$ cat src/rtl/flags_stack.sv
// LIFO of ALU condition flags {O,S,Z,C}: pushed on trap entry, popped on return,
// with the popped value held on flags_restore/flags_we until the ALU takes it.
module flags_stack #(
  parameter int DEPTH = 8,
  parameter int PTR_W = 3
) (
  input  logic             clk,
  input  logic             rst,
  input  logic [3:0]       flags,
  input  logic             bubble,
  input  logic             push,
  input  logic             pop,
  input  logic             err_clr,
  output logic [31:0]      flags_restore,
  output logic             flags_we,
  output logic [3:0]       top_flags,
  output logic [PTR_W:0]   count,
  output logic             full,
  output logic             empty,
  output logic             overflow_err,
  output logic             underflow_err
);

  logic [3:0]       mem [DEPTH];

  logic [PTR_W:0]   count_reg, count_next;
  logic [31:0]      restore_reg, restore_next;
  logic             we_reg, we_next;
  logic             ovf_reg, ovf_next;
  logic             unf_reg, unf_next;

  logic             wr_en;
  logic [PTR_W-1:0] wr_idx;
  logic [PTR_W:0]   count_m1;
  logic [PTR_W-1:0] top_idx;

  assign count_m1 = count_reg - 1'b1;
  assign top_idx  = count_m1[PTR_W-1:0];
  assign full     = (count_reg == (PTR_W+1)'(DEPTH));
  assign empty    = (count_reg == '0);

  always_comb begin
    count_next   = count_reg;
    restore_next = restore_reg;
    // A pending restore survives only edges where the stage is held.
    we_next      = we_reg & bubble;
    ovf_next     = ovf_reg & ~err_clr;
    unf_next     = unf_reg & ~err_clr;
    wr_en        = 1'b0;
    wr_idx       = count_reg[PTR_W-1:0];

    if (!bubble) begin
      if (pop) begin
        if (empty) begin
          unf_next = 1'b1;
        end else begin
          restore_next = {28'b0, mem[top_idx]};
          we_next      = 1'b1;
        end
      end

      if (push) begin
        if (pop && !empty) begin
          // Nested trap on return: the popped slot is reused, depth unchanged.
          wr_en  = 1'b1;
          wr_idx = top_idx;
        end else if (full) begin
          ovf_next = 1'b1;
        end else begin
          wr_en      = 1'b1;
          wr_idx     = count_reg[PTR_W-1:0];
          count_next = count_reg + 1'b1;
        end
      end else if (pop && !empty) begin
        count_next = count_m1;
      end
    end
  end

  always_ff @(posedge clk) begin
    if (rst) begin
      count_reg   <= '0;
      restore_reg <= '0;
      we_reg      <= 1'b0;
      ovf_reg     <= 1'b0;
      unf_reg     <= 1'b0;
    end else begin
      count_reg   <= count_next;
      restore_reg <= restore_next;
      we_reg      <= we_next;
      ovf_reg     <= ovf_next;
      unf_reg     <= unf_next;
    end
  end

  // Per-entry write ports; contents are not reset.
  generate
    for (genvar gi = 0; gi < DEPTH; gi++) begin : g_mem
      always_ff @(posedge clk) begin
        if (!rst && wr_en && (wr_idx == PTR_W'(gi))) begin
          mem[gi] <= flags;
        end
      end
    end
  endgenerate

  assign top_flags     = empty ? 4'b0 : mem[top_idx];
  assign count         = count_reg;
  assign flags_restore = restore_reg;
  assign flags_we      = we_reg;
  assign overflow_err  = ovf_reg;
  assign underflow_err = unf_reg;

endmodule
$ cat config.mk
export PLATFORM = sky130hd
export DESIGN_NAME = flags_stack
export DESIGN_NICKNAME = d
export VERILOG_FILES = /design/src/rtl/flags_stack.sv
export SDC_FILE = /design/constraint.sdc
export NUM_CORES = 1
export LEC_CHECK = 0
export ABC_AREA = 0
export BUFFER_PORTS_ARGS = -buffer_cell sky130_fd_sc_hd__clkbuf_2
export CAP_MARGIN = 0
export CORE_MARGIN = 10
export CORE_UTILIZATION = 55
export CTS_BUF_LIST = sky130_fd_sc_hd__clkbuf_2
export DETAILED_ROUTE_END_ITERATION = 10
export PLACE_DENSITY_LB_ADDON = 0.12
export SLEW_MARGIN = 10
export SYNTH_ARGS = -nofsm -noshare
export SYNTH_HDL_FRONTEND = slang
export SYNTH_SLANG_ARGS = --single-unit
$ cat constraint.sdc
create_clock -name clk -period 3.45 [get_ports clk]
set_clock_uncertainty 0.05 [all_clocks]
set_input_delay 0.1725 -clock clk [delete_from_list [all_inputs] [get_ports clk]]
set_output_delay 0.1725 -clock clk [all_outputs]
set_load 0.1 [all_outputs]
Yosys cells after proc, flatten, opt, wreduce, memory -nomap -nowiden
Memory sizes are Yosys's and may differ from the RTL's.
Index checks and enable logic that the tools add are counted.
{"block": "op_classes", "n_eq_ne": 10, "add_sub_neg": 2, "n_shift": 0, "n_lt_le_gt_ge": 0, "n_bitwise": 6, "n_div": 0, "mux": 59, "reduce_logical": 24, "mul": 0}
{"cell": "4-bit two-way mux", "count": 12}
{"cell": "1-bit two-way mux", "count": 37}
{"cell": "3-bit two-way mux", "count": 10}
{"cell": "4-bit OR reduction", "count": 7}
{"cell": "3-bit equality test, second input constant", "count": 4}
{"cell": "1-bit logical AND", "count": 10}
{"cell": "3-bit by 2-bit equality test with 1-bit output, second input constant", "count": 2}
{"cell": "4-bit by 1-bit adder with 4-bit output, second input constant", "count": 1}
{"cell": "4-bit equality test, second input constant", "count": 1}
{"cell": "4-bit zero test", "count": 1}
{"cell": "4-bit AND reduction", "count": 1}
{"cell": "4-bit by 1-bit subtractor with 4-bit output, second input constant", "count": 1}
{"cell": "1-bit bitwise AND", "count": 3}
{"cell": "3-bit by 1-bit equality test with 1-bit output, second input constant", "count": 1}
{"cell": "3-bit zero test", "count": 1}
{"cell": "1-bit inverter", "count": 3}
{"cell": "3-bit AND reduction", "count": 1}
{"cell": "1-bit zero test", "count": 2}
{"cell": "2-bit by 1-bit != test with 1-bit output, second input constant", "count": 1}
{"cell": "2-bit != test, second input constant", "count": 1}
{"cell": "2-bit nonzero test", "count": 1}
{"block": "word_totals", "n_memories": 1, "inputBits": 10, "ram_bits": 32, "elab_cells": 107, "register_bits": 11, "mem_bits_ro": 0, "latch_bits": 0}
{"name": "mem", "depth": 8, "width": 4, "read_ports": 1, "rd_ports_with_merged_regs": 0, "wr": 1, "line": "24", "rtl": "logic [3:0] mem [DEPTH];"}

Longest topological paths before layout
{"block": "logic_depth", "depth_word": 18, "depth_mapped": 10, "depth_no_buf": 7}

Least setup slack after synthesis
OpenSTA, ideal clock, no wires.
{"block": "synth_timing", "path_kind": "register to output", "start": "register count_reg[0] (netlist: count[0])", "end": "output port top_flags[2]", "arrival_time_ns": 4.026, "n_path_buf": 3, "stages_incl_launch_ff": 9, "slack_ns": -0.799, "cell_sequence": "dfxtp_1 > buf_6 > buf_12 > inv_1 > ha_1 > clkbuf_1 > mux4_2 > nand2_1 > a31oi_1"}
{"block": "synth_via", "elab_chain_cells": 3, "word_cells_on_any_way": 4}
{"item": "start: declaration", "line": "26", "rtl": "logic [PTR_W:0] count_reg, count_next;"}
{"item": "start signal: assignment", "line": "88", "rtl": "count_reg <= count_next;"}
{"item": "4-bit by 1-bit subtractor with 4-bit output", "line": "37", "rtl": "assign count_m1 = count_reg - 1'b1;"}
{"item": "memory read 8 x 4 bit"}
{"item": "4-bit two-way mux *", "line": "107", "rtl": "assign top_flags = empty ? 4'b0 : mem[top_idx];"}
{"item": "end: declaration", "line": "16", "rtl": "output logic [3:0] top_flags,"}
Mark *: on every way between the ends. The rest lies on a longest branch, timed or not.

Worst setup path in the final report
{"block": "layout_timing", "start": "register count_reg[0] (netlist: count[0])", "end": "output port top_flags[3]"}
The elaborated chain is that of the path after synthesis.

==> summary.txt <==
Run status
  • Status: finished clean

Power and ir drop
  • Switch Pwr: 0.0006778 W
  • Reg power frac: between 40 and 50%
  • Worst vdd ir: slightly below 0.3 mV
  • P_leak: 0.9381 nW
  • Fraction of power spent switching nets: 47.65%
  • Power Total: between 0.001 and 0.0015 W
  • Clk pwr share: 15.3%
  • Internal: 0.0007446 W
  • Logic gate share of total power: a little over two fifths
  • PwrDens: 582.4 nW/um^2

Timing
  • RSZ-0062 raised after global routing: false
  • Max Slew Vio Count: 0
  • Rel. slew slack: a little over three fifths
  • Fmax: 0.3112 GHz
  • Post-route minimum period: around 3.2 ns
  • Setup Viol. Count Final: 0
  • Worst-margin pin slew: ~0.56 ns
  • Final setup TNS: 0 ns
  • Tcrit/Tclk final: around 93%
  • Fin. Hold Viols: 0

Placement
  • Port Buffers: 26
  • Hpwl dp: 3.593 mm
  • GP Congestion: between 0.8 and 0.9
  • Cell Area, Placed: 2337 sq um

Layout
  • Most frequent cells in the layout: clkbuf_2 (33), edfxtp_1 (32), conb_1 (28)
  • Synthesis-to-layout area growth: 8.807%
  • Antenna Cells: 0
  • Most common cell after layout, fill and taps aside: clkbuf_2
  • Share of layout cells above drive strength 1: approximately 23%
  • Max reg flops: 32
  • Finished Cell Area: roughly 2400 sq um
  • Final nets: approximately 220

Clocking
  • Post-CTS Setup Bufs: 0
  • CTS Buf Count: 5
  • Clk_lat worst skew: approximately 0.41 ns
  • CTS tree: yes
  • CTS Buffer Depth: 2
  • Clock Sinks: between 40 and 50
  • CTS root buf: clkbuf_2
  • CTS clock-pin slew for the worst setup and hold paths: about 0.22 ns
  • H-tree depth: 2

Logic synthesis
  • FF+latch count, synth: 43
  • Ys flop type: edfxtp_1
  • Post-Syn Area per Cell: around 12 sq um
  • Cell Area, Synth: around 2200 sq um
  • Synth Area in Simple Gates: 10.14%
  • Post-synthesis mux area share: 10.93%
  • Synth Area in Compound Gates: roughly 11%
  • Synth cell types: 42
  • Sequential cell area fraction in the yosys report: ~53%
  • Post-Synth Adder-Cell Area: 1.115%
  • XOR/XNOR Fraction of Synth Area: less than 1%
  • YS warnings: 0
  • Async set or reset register ratio after synthesis: 0%
  • Gate Count Post-Synth: 181
  • Post-synth EDFFs: 32
  • Combinational family with the most area after synthesis: buffers and inverters

Run
  • Max Cap Viol: 0

Critical path
  • Reg2reg setup slack: ~0.66 ns
  • Reg-to-Reg Start: count[0]
  • RR Endpoint: mem[2][1]
  • Crit path capture type: output port
  • Critical Path Fanout Max: 17
  • Crit-path cells: inv_1, ha_1, mux4_2, a221oi_1, a31oi_4, clkbuf_2
  • Crit path capture: top_flags[3]
  • CP max stage delay: 0.56 ns
  • Crit Path Category: reg -> out
  • CP Launch Point: count[0]
  • Critical path's slowest cell: ha_1
  • R2R depth: 6
  • Arrival time worst endpoint: 2.99 ns
  • CP startpoint kind: register
  • Crit path required time: roughly 3.2 ns

Global route
  • First-pass GRT wire length: around 7.6 mm
  • Vias in the first global route: between 1000 and 1500
  • Largest net degree at the start of global routing: 23
  • Initial antenna violation count: 0
  • Total gr overflow: 0
  • All-Layer GR Usage: 13.30%

Detailed routing
  • Avg WL per Cell: about 18 um
  • DRT Wirelength: 4.714 mm
  • Post-DRT Antenna Nets: 0
  • DRC Markers: 0
  • Pre-antenna DRT Iters: 4
  • Via density: 5.584
  • Drt initial violations: 73
  • Vias: approximately 1500

Worst hold path
  • HP Class: in -> reg

Floorplanning
  • Die Width: between 80 and 90 um
  • Starting Density: 56.52%
  • Chip Height: between 80 and 90 um
  • Top Ports: 55
  • DIE AREA: just over 7000 sq um
  • # rows: 23
  • Core area: just under 4000 sq um
critical path, delay by kind of cell, from the launching register on:
| family | cells | cell delay [ns] |
|---|---|---|
| fa+ha+maj | 1 | 0.56 |
| buf+inv | 2 | 0.53 |
| flops | 1 | 0.54 |
| mux | 1 | 0.39 |
| compound gates | 2 | 0.55 |
cell type report:
class / instances / area, sq um
Fill cell: 310 / 1529
Tap cell: 50 / 62.56
Multi-Input combinational cell: 122 / 932.1
Inverter: 6 / 22.52
Clock inverter: 1 / 7.507
Sequential cell: 43 / 1185
Clock buffer: 7 / 35.03
Timing Repair Buffer: 33 / 197.7
worst min path at each step:
stage,from,endpoint,slack [ns],cells past startpoint
global placement,flags[2],mem[6][2],0.39,1
detailed placement,flags[3],mem[3][3],0.41,1
global route,bubble,register,0.02,3
finish,bubble,register,0.01,3
CTS,bubble,register,0.002,3
floorplan,flags[0],mem[0][0],0.22,0
layer usage:
| layer | GRT usage [%] | part of all wire, % | vias up |
|---|---|---|---|
| met2 | 22.23 | 50 | 71 |
| met5 | 0 | 0 | - |
| met3 | 5.957 | 11 | 6 |
| met1 | 14.71 | 38 | 702 |
| met4 | 4.262 | 1.0 | 0 |
| li1 | - | - | 684 |
cells by family (layout without fill, tap and decap cells):
family / Yosys count / in the layout
xor gates and xnor gates: 2 / 2
other: 1 / 28
buffers and inverters: 43 / 47
adders and majority gates: 2 / 2
muxes: 13 / 13
AOI/OAI and AO/OA: 33 / 33
and+or+nand+nor: 44 / 44
DFF: 43 / 43
through the flow:
stage                     cells  setup slack (ns)  utilization (%)  hold slack [ns]
after floorplan             208            0.1978                -           0.2214
after global placement      248            0.5986            58.85           0.3896
after detailed placement    248            0.5102            58.85           0.4059
after CTS                   261           0.01556            61.18         0.001938
after global routing        262           0.04718            61.50          0.01899
final                       262            0.2371            61.50          0.01470
cell usage after synthesis, types with 2 or more instances:
| cell | instances | area share, % |
|---|---|---|
| a221oi_2 | 3 | 2.0 |
| a211oi_1 | 4 | 1.3 |
| o21ai_0 | 3 | 0.67 |
| inv_1 | 6 | 1.0 |
| edfxtp_1 | 32 | 43 |
| or3_1 | 2 | 0.56 |
| a31oi_1 | 4 | 1.1 |
| buf_2 | 2 | 0.45 |
| mux4_1 | 4 | 4.7 |
| nor2_1 | 14 | 2.3 |
| a22oi_1 | 2 | 0.67 |
| nor3b_1 | 2 | 0.67 |
| mux2i_1 | 5 | 2.2 |
| nand2b_1 | 3 | 0.84 |
| a21oi_1 | 8 | 1.8 |
| nand2_1 | 10 | 1.7 |
| mux4_2 | 4 | 4.0 |
| xor2_1 | 2 | 0.78 |
| buf_4 | 28 | 9.4 |
| clkbuf_1 | 5 | 0.84 |
| a221o_1 | 4 | 1.8 |
| nand3b_1 | 2 | 0.67 |
| ha_1 | 2 | 1.1 |
| or4_1 | 2 | 0.67 |
| dfxtp_1 | 11 | 9.8 |
repair_timing:
item	in CTS	in global routing
hold buffers	5	1
endpoints found under the setup margin	0	4
gates resized for setup	0	1
endpoints found under the hold margin	33	1
power by group through the flow:
stage | clock (W) | combinational, W | sequential, W
2_1_floorplan | 0 | 0.000495 | 0.000671
3_3_place_gp | 0 | 0.000600 | 0.000600
3_5_place_dp | 0 | 0.000607 | 0.000602
4_1_cts | 0.000223 | 0.000613 | 0.000591
5_1_grt | 0.000251 | 0.000642 | 0.000593
6_report | 0.000218 | 0.000615 | 0.000590
(Power assumes the default switching activity.)
